## src/rtl/queue_pkg.sv

```systemverilog
// Shared defaults and types for the queue controller.
// Build option: QUEUE_EDGE_DETECT_EN selects edge-detected request inputs.
package queue_pkg;

    localparam int DW    = 8;
    localparam int AW    = 4;
    localparam int DEPTH = 1 << AW;

    // Outcome of the per-cycle arbitration between dequeue and enqueue.
    typedef enum logic [1:0] {
        GNT_IDLE = 2'd0,
        GNT_DEQ  = 2'd1,
        GNT_ENQ  = 2'd2
    } gnt_e;

endpackage

```

## src/rtl/edge_pulse.sv

```systemverilog
// Rising-edge detector: one-cycle pulse when the level goes from 0 to 1.
// Used only when QUEUE_EDGE_DETECT_EN is defined.
module edge_pulse (
    input  logic clk,
    input  logic rst,
    input  logic level,
    output logic pulse
);

    logic prev_r;

    // Remember last cycle's level so a 0->1 transition can be recognised.
    always_ff @(posedge clk) begin
        if (rst) begin
            prev_r <= 1'b0;
        end else begin
            prev_r <= level;
        end
    end

    assign pulse = level & ~prev_r;

endmodule

```

## src/rtl/queue_ctrl.sv

```systemverilog
// FIFO controller in front of a single-port 16x8 distributed RAM
// (synchronous write, asynchronous read). Dequeue wins over enqueue.
// Build option: QUEUE_EDGE_DETECT_EN turns enq/deq into level inputs whose
// rising edges latch a pending request; otherwise enq/deq are handshake
// requests held until the matching ack.
module queue_ctrl #(
    parameter int DW = queue_pkg::DW,
    parameter int AW = queue_pkg::AW
) (
    input  logic          clk,
    input  logic          rst,
    input  logic          enq,
    input  logic [DW-1:0] in,
    input  logic          deq,
    output logic [DW-1:0] out,
    output logic          enq_ack,
    output logic          deq_ack,
    output logic          err,
    output logic          full,
    output logic          emp,
    output logic [AW:0]   count,
    output logic [AW-1:0] ram_a,
    output logic [DW-1:0] ram_d,
    output logic          ram_we,
    input  logic [DW-1:0] ram_spo
);

    import queue_pkg::*;

    localparam logic [AW:0]   FULL_CNT = {1'b1, {AW{1'b0}}};
    localparam logic [AW:0]   CNT_ONE  = {{AW{1'b0}}, 1'b1};
    localparam logic [AW-1:0] PTR_ONE  = {{(AW-1){1'b0}}, 1'b1};

    logic [AW-1:0] head_r;
    logic [AW-1:0] tail_r;
    logic [AW:0]   count_r;
    logic [DW-1:0] out_r;
    logic          enq_ack_r;
    logic          deq_ack_r;
    logic          err_r;

    logic          req_enq_s;
    logic          req_deq_s;
    gnt_e          gnt_s;
    logic          dis_enq_s;
    logic          dis_deq_s;

`ifdef QUEUE_EDGE_DETECT_EN
    logic rise_enq_s;
    logic rise_deq_s;
    logic pend_enq_r;
    logic pend_deq_r;

    edge_pulse u_enq_edge (
        .clk   (clk),
        .rst   (rst),
        .level (enq),
        .pulse (rise_enq_s)
    );

    edge_pulse u_deq_edge (
        .clk   (clk),
        .rst   (rst),
        .level (deq),
        .pulse (rise_deq_s)
    );

    // Pending flags: set by a rising edge, cleared once granted or discarded.
    always_ff @(posedge clk) begin
        if (rst) begin
            pend_enq_r <= 1'b0;
            pend_deq_r <= 1'b0;
        end else begin
            pend_enq_r <= rise_enq_s | (pend_enq_r & ~((gnt_s == GNT_ENQ) | dis_enq_s));
            pend_deq_r <= rise_deq_s | (pend_deq_r & ~((gnt_s == GNT_DEQ) | dis_deq_s));
        end
    end

    assign req_enq_s = pend_enq_r;
    assign req_deq_s = pend_deq_r;
`else
    assign req_enq_s = enq;
    assign req_deq_s = deq;
`endif

    // Occupancy flags come from the counter only, so full and empty never alias.
    assign full = (count_r == FULL_CNT);
    assign emp  = (count_r == {(AW+1){1'b0}});

    // Arbitration: dequeue first, then enqueue; nothing is granted during reset.
    always_comb begin
        gnt_s = GNT_IDLE;
        if (rst) begin
            gnt_s = GNT_IDLE;
        end else if (req_deq_s && !emp) begin
            gnt_s = GNT_DEQ;
        end else if (req_enq_s && !full) begin
            gnt_s = GNT_ENQ;
        end else begin
            gnt_s = GNT_IDLE;
        end
    end

    // Discards: an enqueue behind a granted dequeue is deferred, not discarded.
    always_comb begin
        dis_enq_s = 1'b0;
        dis_deq_s = 1'b0;
        if (rst) begin
            dis_enq_s = 1'b0;
            dis_deq_s = 1'b0;
        end else begin
            dis_deq_s = req_deq_s & emp;
            dis_enq_s = req_enq_s & full & (gnt_s != GNT_DEQ);
        end
    end

    // RAM port: tail with write enable on an enqueue grant, otherwise head for reading.
    always_comb begin
        ram_a  = head_r;
        ram_we = 1'b0;
        case (gnt_s)
            GNT_ENQ: begin
                ram_a  = tail_r;
                ram_we = 1'b1;
            end
            GNT_DEQ: begin
                ram_a  = head_r;
                ram_we = 1'b0;
            end
            default: begin
                ram_a  = head_r;
                ram_we = 1'b0;
            end
        endcase
    end

    assign ram_d = in;

    // Pointer, count and output-data state updated on each grant.
    always_ff @(posedge clk) begin
        if (rst) begin
            head_r  <= {AW{1'b0}};
            tail_r  <= {AW{1'b0}};
            count_r <= {(AW+1){1'b0}};
            out_r   <= {DW{1'b0}};
        end else begin
            case (gnt_s)
                GNT_DEQ: begin
                    head_r  <= head_r + PTR_ONE;
                    count_r <= count_r - CNT_ONE;
                    out_r   <= ram_spo;
                end
                GNT_ENQ: begin
                    tail_r  <= tail_r + PTR_ONE;
                    count_r <= count_r + CNT_ONE;
                end
                default: begin
                    head_r  <= head_r;
                    tail_r  <= tail_r;
                    count_r <= count_r;
                    out_r   <= out_r;
                end
            endcase
        end
    end

    // One-cycle status pulses reporting last cycle's arbitration outcome.
    always_ff @(posedge clk) begin
        if (rst) begin
            enq_ack_r <= 1'b0;
            deq_ack_r <= 1'b0;
            err_r     <= 1'b0;
        end else begin
            enq_ack_r <= (gnt_s == GNT_ENQ);
            deq_ack_r <= (gnt_s == GNT_DEQ);
            err_r     <= dis_enq_s | dis_deq_s;
        end
    end

    assign out     = out_r;
    assign enq_ack = enq_ack_r;
    assign deq_ack = deq_ack_r;
    assign err     = err_r;
    assign count   = count_r;

endmodule

```

## config.mk

```make
export PLATFORM = sky130hd
export DESIGN_NAME = queue_ctrl
export DESIGN_NICKNAME = d
export VERILOG_FILES = /design/src/rtl/queue_pkg.sv /design/src/rtl/edge_pulse.sv /design/src/rtl/queue_ctrl.sv
export SDC_FILE = /design/constraint.sdc
export NUM_CORES = 1
export LEC_CHECK = 0
export BUFFER_PORTS_ARGS = -buffer_cell sky130_fd_sc_hd__buf_2
export CAP_MARGIN = 25
export CORE_MARGIN = 2
export CORE_UTILIZATION = 47
export CTS_BUF_LIST = sky130_fd_sc_hd__clkbuf_4 sky130_fd_sc_hd__clkbuf_8 sky130_fd_sc_hd__clkbuf_16
export DETAILED_ROUTE_END_ITERATION = 12
export GPL_TIMING_DRIVEN = 0
export PLACE_DENSITY = 0.85
export RECOVER_POWER = 100
export REMOVE_ABC_BUFFERS = 1
export SLEW_MARGIN = 10
export SYNTH_ARGS = -nofsm -noshare
export SYNTH_HDL_FRONTEND = slang
export SYNTH_SLANG_ARGS = --single-unit
```

## constraint.sdc

```tcl
create_clock -name clk -period 4 [get_ports clk]
set_clock_uncertainty 0.1 [all_clocks]
set_input_delay 0.8 -clock clk [delete_from_list [all_inputs] [get_ports clk]]
set_output_delay 0.8 -clock clk [all_outputs]
set_load 0.01 [all_outputs]
```

==> flow_summary.yaml, run 1 <==
worst_setup_path:
  timing.critical_path.fanout_max: 18
  timing.critical_path.arrival_ns: 3.51
  worstSetupStartpointType: "flop"
  worst_path_required_time_ns: 4.10
  critical_path.endpoint_type: "flop"
  worst-setup-path-type: "reg2reg"
logic_synthesis:
  synth-seq-area-share_pct: 39.26
  synth_top_area_share_pct: 39.26
  synth.area.top_cells: "sky130_fd_sc_hd__dfxtp_1 (39%), sky130_fd_sc_hd__ha_1 (6.1%), sky130_fd_sc_hd__nand2_1 (6.1%), sky130_fd_sc_hd__a21oi_1 (5.7%), sky130_fd_sc_hd__buf_4 (4.9%)"
  ys.warnings.count: 0
  post_synth_instance_area_mm2: 0.001224
  async_flop_share_pct: 0
  netlist-cell-type-count: 30
  top_cell_type_by_total_area_after_synthesis: "sky130_fd_sc_hd__dfxtp_1"
  synth-main-ff-cell: "sky130_fd_sc_hd__dfxtp_1"
  postSynthRegisterBits: 24
  synthesis.instances: 141
  syn_avg_cell_area_um2: 8.679
  synth_edf_count: 0
cts:
  cts_tree: "yes"
  cts.repair_timing.setup_buffer_count: 0
  cts_sinks: 24
  hold_fix_buffer_count_after_cts: 0
  cts-htree-levels: 1
  tritoncts.num_buffers: 3
  root_buffer: "sky130_fd_sc_hd__clkbuf_4"
  cts_resized: 0
  clkLatencyLatePin_ns: 0.31
  clock_tree.buffer_depth: 2
  path_clk_slew_ns: 0.14
cells_and_area:
  drive_gt1_share_pct: 10.91
  multi_input_area_um2: 630.6
  synthToLayoutAreaGrowth_pct: 11.76
  post_layout_instance_area_mm2: 0.001368
  n_antenna_cell: 0
  layout.area.seq_um2: 480.5
  fillerInstances: 245
  num-nets-final: 193
routing:
  detailroute.wirelength.met2_mm: 1.216
  highest_layer: "met4"
  drtAntennaViolNets: 0
  detailedRoute.firstPassIterationCount: 4
  wl_per_cell_um: 13.11
  route.detailed.drc: 0
  drt_wl_total_mm: 2.556
  detailed_route_vias_per_instance: 5.436
  drt-initial-drc-count: 23
  m1_wl_mm: 1.128
  detailroute.wirelength.met3_um: 154
  detailroute.via_count: 1060
timing:
  totalNegativeSetupSlack_ns: 0
  layout_min_cycle_time_ns: 3.404
  fmaxAchievable_ghz: 0.2938
  post-route-period-util_pct: 85.10
  setup_viol_count_final: 0
  fin_hold_ws_ns: 0.3716
  timing_hold_violations_final: 0
  rsz0062_at_grt: "false"
  final_number_of_max_transition_violations: 0
  tightest_slew_ns: 1.379
  maxSlewHeadroom_pct: 7.104
floorplan:
  design.portCount: 51
  coreArea_mm2: 0.002477
  die_y_um: 55.03
  die_area_mm2: 0.003028
  floorplan.initialDensity_pct: 49.39
  rows: 18
  fp.dieW_um: 55.03
global_route:
  grt_antenna_before_repair: 0
  pin_count_of_the_biggest_net_entering_global_routing: 23
  global_route_wire_length_before_repair_mm: 4.022
  globalRoute.totalOverflow: 0
  number_of_global_route_vias_before_repair: 946
  grt_util_all_layers_pct: 18.43
power:
  power_frac_clock_pct: 20.5
  power.leakage_nw: 0.5510
  power_report.internal_total_w: 0.0005216
  p_sw_w: 0.0003389
  power_per_unit_of_standard_cell_area_mw_per_mm2: 629.2
  comb_power_share_pct: 39.0
  ir_worst_vdd_uv: 333.0
  seq_power_share_pct: 40.5
  switching_part_of_the_total_pct: 39.39
min_path:
  hold_path.class: "reg2reg"
job:
  maxCapViolCount: 0
placed_design:
  numPortBuffers: 34
  dp_hpwl_mm: 1.920
  finalWeightedCongestion: 0.8359
  placed_cell_area_mm2: 0.001345
run_status:
  outcome: "complete, no violations"
-- stage by stage --
stage,std cells,setup slack (ns),utilization (%),power [W]
after floorplan,127,0.9397,-,0.0005785
after detailed placement,191,0.6208,54.29,0.0007027
after CTS,195,0.6106,56.41,0.0008778
after global routing,195,0.4417,55.20,0.0009237
after global placement,191,0.7174,54.29,0.0006788
final,195,0.5959,55.20,0.0008605
-- sequential cells by signal, indices dropped and copies added (netlist names) --
name     flops
head_r       4
deq_ack      1
err          1
enq_ack      1
count        5
tail_r       4
out          8
-- final timing paths --
kind                  from        to  slack (ns)  cells past startpoint
setup / recovery  count[0]  count[4]        0.60                      7
hold / removal      out[5]    out[5]        0.37                      2
setup reg to reg  count[0]  count[4]        0.60                      7
hold reg to reg     out[5]    out[5]        0.37                      2
-- worst max-delay path, cell delays in order (launching register included) --
cell                        delay, ns
sky130_fd_sc_hd__dfxtp_1         0.41
sky130_fd_sc_hd__or4_1           0.68
sky130_fd_sc_hd__o2111ai_4       0.53
sky130_fd_sc_hd__inv_1           0.15
sky130_fd_sc_hd__fa_1            0.42
sky130_fd_sc_hd__o21ai_0         0.42
sky130_fd_sc_hd__nor4_1          0.09
sky130_fd_sc_hd__or4_1           0.49
-- final cells by class --
type	instances	area share, %
multi-input combinational	96	46.11
sequential	24	35.13
timing repair buffer	34	10.25
tap	30	2.745
clock inverter	1	2.196
inverter	7	1.921
clock buffer	3	1.647
-- power groups by stage --
stage / combinational, W / clock, W / sequential (W)
after CTS: 0.000352 / 0.000179 / 0.000347
final: 0.000336 / 0.000177 / 0.000348
after detailed placement: 0.000351 / 0 / 0.000352
after global placement: 0.000332 / 0 / 0.000347
after global routing: 0.000377 / 0.000188 / 0.000359
after floorplan: 0.000217 / 0 / 0.000361
-- cell families (layout without fill, tap and decap cells) --
logic type	Yosys count	count (layout)	share of synthesized area [%]
xor+xnor	5	5	3.579
simple gates	46	46	17.69
flops	24	24	39.26
mux	5	5	4.499
compound gates	33	33	18.00
fa+ha+maj	7	7	7.771
buf+inv	21	45	9.203
-- metal layers --
layer  up-vias  GRT usage (%)
li1        533              -
met1       480          22.68
met2        41          29.17
met3         6          4.839
met4         0          10.16
met5         -              0
-- cells in the mapped netlist, drive strengths merged, types with 2 or more instances --
cell     n
a21oi   14
buf     11
clkbuf   3
dfxtp   24
ha       6
inv      7
mux2     4
nand2   20
nand3    3
nor2     9
nor2b    2
nor3     2
nor4     3
o211ai   5
o21a     3
o21ai    8
or3      3
or4      2
xnor2    2
xor2     3
-- cells in the final DEF, fill, tap and decap left out, drive strengths merged, types with 5 or more instances in the layout --
master	n
clkbuf	27
dfxtp	24
nand2	20
a21oi	14
buf	10
nor2	9
o21ai	8
inv	7
ha	6
o211ai	5
(Power assumes the default switching activity.)
==> inputs of run 2 (changes only) <==
==> constraint.sdc (replaced) <==
create_clock -name clk -period 4 [get_ports clk]
set_clock_uncertainty 0.1 [all_clocks]
set_input_delay 0.8 -clock clk [delete_from_list [all_inputs] [get_ports clk]]
set_output_delay 0.8 -clock clk [all_outputs]
set_load 0.005 [all_outputs]
==> flow_summary.yaml, run 2 (synthesis results as in run 1) <==
run_status:
  outcome: "complete, no violations"
cells_and_area:
  layout_commonest_cell: "sky130_fd_sc_hd__dfxtp_1"
  layout_common_cells: "sky130_fd_sc_hd__dfxtp_1 (24), sky130_fd_sc_hd__nand2_1 (20), sky130_fd_sc_hd__buf_2 (17)"
  synthToLayoutAreaGrowth_pct: 12.47
  final_core_util_pct: 55.56
  n_antenna_cell: 0
  drive_gt1_share_pct: 15.15
  number_of_flip_flops_in_the_largest_register: 8
  num-nets-final: 193
timing:
  final_number_of_max_transition_violations: 0
  layout_min_cycle_time_ns: 3.404
  fmaxAchievable_ghz: 0.2938
  tightest_slew_ns: 1.360
  maxSlewHeadroom_pct: 8.369
  timing_hold_violations_final: 0
  worst_slack_ns: 0.5959
  setup_viol_count_final: 0
  totalNegativeSetupSlack_ns: 0
  fin_hold_ws_ns: 0.3709
  rsz0062_at_grt: "false"
  post-route-period-util_pct: 85.10
job:
  maxCapViolCount: 0
routing:
  detailedRoute.firstPassIterationCount: 4
  detailed_route_vias_per_instance: 5.405
  drt_wl_total_mm: 2.560
  wl_per_cell_um: 13.13
  route.detailed.drc: 0
  drt-initial-drc-count: 22
  drtAntennaViolNets: 0
  detailroute.via_count: 1054
placed_design:
  dp_hpwl_mm: 1.920
  placement.setup.worst_slack_ns: 0.6208
  finalWeightedCongestion: 0.8359
  numPortBuffers: 34
cts:
  path_clk_slew_ns: 0.14
  clock_tree.buffer_depth: 2
  cts_sinks: 24
  cts_tree: "yes"
  cts-htree-levels: 1
  root_buffer: "sky130_fd_sc_hd__clkbuf_4"
  hold_fix_buffer_count_after_cts: 0
  cts.repair_timing.setup_buffer_count: 0
  clkLatencyLatePin_ns: 0.31
  tritoncts.num_buffers: 3
  cts_resized: 0
worst_setup_path:
  worst-setup-path-type: "reg2reg"
  r2r-start: "count[0]"
  worst_path_required_time_ns: 4.10
  cp_cell_sequence: "or4_1, o2111ai_4, inv_1, fa_1, o21ai_0, nor4_1, or4_1"
  crit-reg2reg-capture: "count[4]"
  timing.critical_path.fanout_max: 18
  worst_path_max_delay_cell: "sky130_fd_sc_hd__or4_1"
  critical_path.endpoint_type: "flop"
  worstSetupStartpoint: "count[0]"
  reg2reg_slack_ns: 0.60
  timing.critical_path.arrival_ns: 3.51
  worstSetupStartpointType: "flop"
  critical-path-max-stage-delay_ns: 0.68
  crit_top_cell: "sky130_fd_sc_hd__or4_1"
  worst_reg_to_reg_cells: 7
power:
  ir_worst_vdd_uv: 332.3
  fin_total_pwr_w: 0.0008429
  power_per_unit_of_standard_cell_area_mw_per_mm2: 612.4
  power.leakage_nw: 0.5784
global_route:
  number_of_global_route_vias_before_repair: 946
  grt_antenna_before_repair: 0
  pin_count_of_the_biggest_net_entering_global_routing: 23
  grt_util_all_layers_pct: 18.43
  globalRoute.totalOverflow: 0
  global_route_wire_length_before_repair_mm: 4.022
floorplan:
  rows: 18
  design.portCount: 51
  floorplan.initialDensity_pct: 49.39
  fp.dieW_um: 55.03
  coreArea_mm2: 0.002477
  die_area_mm2: 0.003028
  die_y_um: 55.03
min_path:
  min_delay_path_depth: 2
  hold_path_startpoint: "out[5]"
  hold_path.class: "reg2reg"
  hold_path_end: "out[5]"
run 2: cell count changes in the layout (fill, tap and decap cells not counted), sizes merged:
cell    change
buf         +8
clkbuf      -8
run 2: how the worst max path moves through the flow:
stage / end / slack (ns) / depth (start not counted)
after floorplan: count[4] / 1.00 / 7
after global placement: count[4] / 0.72 / 8
after detailed placement: count[4] / 0.62 / 8
after CTS: ram_a[1] / 0.62 / 4
after global routing: count[4] / 0.45 / 7
final: count[4] / 0.60 / 7
run 2: report_power, final:
group,switching [W],total [W],internal [W]
Combinational,0.000184,0.000318,0.000134
Sequential,0.0000578,0.000348,0.000290
Clock,0.0000753,0.000177,0.000101
run 2: worst max-delay path: cells and delay by family (launching register included):
kind,cells,cell delay (ns)
AOI/OAI and AO/OA,2,0.95
adders and majority gates,1,0.42
buffers and inverters,1,0.15
DFF,1,0.41
and+or+nand+nor,3,1.26
run 2: stage by stage:
stage,std cells,cell area [um^2]
3_5_place_dp,191,1345
5_1_grt,195,1376
2_1_floorplan,127,1137
6_report,195,1376
3_3_place_gp,191,1345
4_1_cts,195,1398
run 2: cell type report:
type	instances	area, um^2
Clock buffer	3	22.52
Sequential cell	24	480.5
Multi-Input combinational cell	96	630.6
Inverter	7	26.28
Clock inverter	1	30.03
Timing Repair Buffer	34	148.9
Fill cell	239	1101
Tap cell	30	37.54
run 2: routing by layer:
| layer | wire length (um) | share of wire, % | vias to the layer above | global-route usage, % |
|---|---|---|---|---|
| li1 | - | - | 532 | - |
| met1 | 1116 | 44 | 476 | 22.68 |
| met2 | 1228 | 48 | 40 | 29.17 |
| met3 | 162 | 6.3 | 6 | 4.839 |
| met4 | 53 | 2.1 | 0 | 10.16 |
| met5 | 0 | 0 | - | 0 |
==> inputs of run 3 (changes only) <==
--- a/config.mk
+++ b/config.mk
@@ -8,11 +8,11 @@
 export BUFFER_PORTS_ARGS = -buffer_cell sky130_fd_sc_hd__buf_2
 export CAP_MARGIN = 25
 export CORE_MARGIN = 2
-export CORE_UTILIZATION = 47
+export CORE_UTILIZATION = 32
 export CTS_BUF_LIST = sky130_fd_sc_hd__clkbuf_4 sky130_fd_sc_hd__clkbuf_8 sky130_fd_sc_hd__clkbuf_16
 export DETAILED_ROUTE_END_ITERATION = 12
 export GPL_TIMING_DRIVEN = 0
-export PLACE_DENSITY = 0.85
+export PLACE_DENSITY = 0.63
 export RECOVER_POWER = 100
 export REMOVE_ABC_BUFFERS = 1
 export SLEW_MARGIN = 10
==> flow_summary.yaml, run 3 (synthesis results as in run 1) <==
run_status:
  outcome: "finished, violations left"
  failed_checks: "max-capacitance violations"
timing:
  rsz0062_at_grt: "false"
  totalNegativeSetupSlack_ns: 0
  setup_viol_count_final: 0
  tightest_slew_ns: 1.469
  fin_hold_ws_ns: 0.3563
  maxSlewHeadroom_pct: 1.065
  layout_min_cycle_time_ns: 3.312
  final_number_of_max_transition_violations: 0
  worst_slack_ns: 0.6878
  fmaxAchievable_ghz: 0.3019
  timing_hold_violations_final: 0
  post-route-period-util_pct: 82.80
global_route:
  global_route_wire_length_before_repair_mm: 4.188
  number_of_global_route_vias_before_repair: 929
  pin_count_of_the_biggest_net_entering_global_routing: 23
  globalRoute.totalOverflow: 0
  grt_util_all_layers_pct: 12.34
  grt_antenna_before_repair: 0
power:
  fin_total_pwr_w: 0.0008716
  ir_worst_vdd_uv: 182.9
  power_per_unit_of_standard_cell_area_mw_per_mm2: 610.0
  power.leakage_nw: 0.6206
placed_design:
  dp_hpwl_mm: 1.764
  placement.setup.worst_slack_ns: 0.5979
  numPortBuffers: 34
  finalWeightedCongestion: 0.7286
worst_setup_path:
  critical_path.endpoint_type: "flop"
  timing.critical_path.fanout_max: 18
  worst-setup-path-type: "reg2reg"
  crit-reg2reg-capture: "count[4]"
  reg2reg_slack_ns: 0.69
  timing.critical_path.arrival_ns: 3.36
  worstSetupStartpoint: "count[3]"
  worst_path_required_time_ns: 4.04
  worstSetupStartpointType: "flop"
  worst_setup_path_endpoint: "count[4]"
  worst_reg_to_reg_cells: 7
  r2r-start: "count[3]"
cts:
  cts_sinks: 24
  hold_fix_buffer_count_after_cts: 0
  root_buffer: "sky130_fd_sc_hd__clkbuf_8"
  path_clk_slew_ns: 0.09
  clkLatencyLatePin_ns: 0.27
  clock_tree.buffer_depth: 2
  cts.repair_timing.setup_buffer_count: 0
  cts_resized: 0
  tritoncts.num_buffers: 3
  cts_tree: "yes"
  cts-htree-levels: 1
floorplan:
  floorplan.initialDensity_pct: 33.42
  die_area_mm2: 0.004335
  fp.dieW_um: 65.84
  coreArea_mm2: 0.003661
  rows: 22
  die_y_um: 65.84
  design.portCount: 51
routing:
  detailed_route_vias_per_instance: 4.906
  drt_wl_total_mm: 2.527
  route.detailed.drc: 0
  detailedRoute.firstPassIterationCount: 4
  drtAntennaViolNets: 0
  drt-initial-drc-count: 49
  detailroute.via_count: 1045
  wl_per_cell_um: 11.86
cells_and_area:
  synthToLayoutAreaGrowth_pct: 16.77
  drive_gt1_share_pct: 20.61
  layout_common_cells: "sky130_fd_sc_hd__dfxtp_1 (24), sky130_fd_sc_hd__buf_2 (24), sky130_fd_sc_hd__nand2_1 (20)"
  number_of_flip_flops_in_the_largest_register: 8
  fillerInstances: 391
  num-nets-final: 193
  n_antenna_cell: 0
job:
  maxCapViolCount: 1
min_path:
  hold_path.class: "reg2reg"
run 3: cell type report:
class | instances | area [um^2] | area share (%)
flip-flops and latches | 24 | 480.5 | 33.63
clock inverters | 1 | 30.03 | 2.102
inverters | 7 | 26.28 | 1.839
clock buffers | 3 | 41.29 | 2.890
multi-input cells | 96 | 630.6 | 44.13
well taps | 48 | 60.06 | 4.203
repair buffers | 34 | 160.2 | 11.21
run 3: routing by layer:
layer / share of wire [%] / GRT usage (%) / vias up
li1: - / - / 528
met5: 0 / 0 / -
met4: 2.0 / 6.250 / 0
met2: 45 / 20.96 / 39
met1: 47 / 14.60 / 474
met3: 6.6 / 2.555 / 4
run 3: power breakdown:
group          leakage [nW]  switching [W]  internal [W]
logic                 0.388       0.000174      0.000138
registers             0.197      0.0000578      0.000290
clock network        0.0357      0.0000783      0.000134
total                 0.621       0.000310      0.000562
run 3: worst min-delay path by stage:
stage	start	end	slack (ns)	cells past startpoint
after CTS	out[6]	out[6]	0.36	2
final	out[6]	out[6]	0.36	2
after global placement	out[4]	out[4]	0.34	2
after detailed placement	out[6]	out[6]	0.34	2
after global routing	out[6]	out[6]	0.37	2
after floorplan	out[0]	out[0]	0.35	2
run 3: worst max-delay path, cell delays in order (launching register included):
cell	delay (ns)
sky130_fd_sc_hd__dfxtp_1	0.38
sky130_fd_sc_hd__or4_1	0.69
sky130_fd_sc_hd__o2111ai_4	0.53
sky130_fd_sc_hd__inv_1	0.14
sky130_fd_sc_hd__fa_1	0.42
sky130_fd_sc_hd__o21ai_0	0.38
sky130_fd_sc_hd__nor4_1	0.08
sky130_fd_sc_hd__or4_1	0.47
run 3: per-stage QoR:
stage	cells	util (%)	area, um^2
after global routing	213	39.03	1429
after CTS	213	39.30	1439
after floorplan	127	-	1137
after global placement	209	37.35	1368
final	213	39.03	1429
after detailed placement	209	37.35	1368
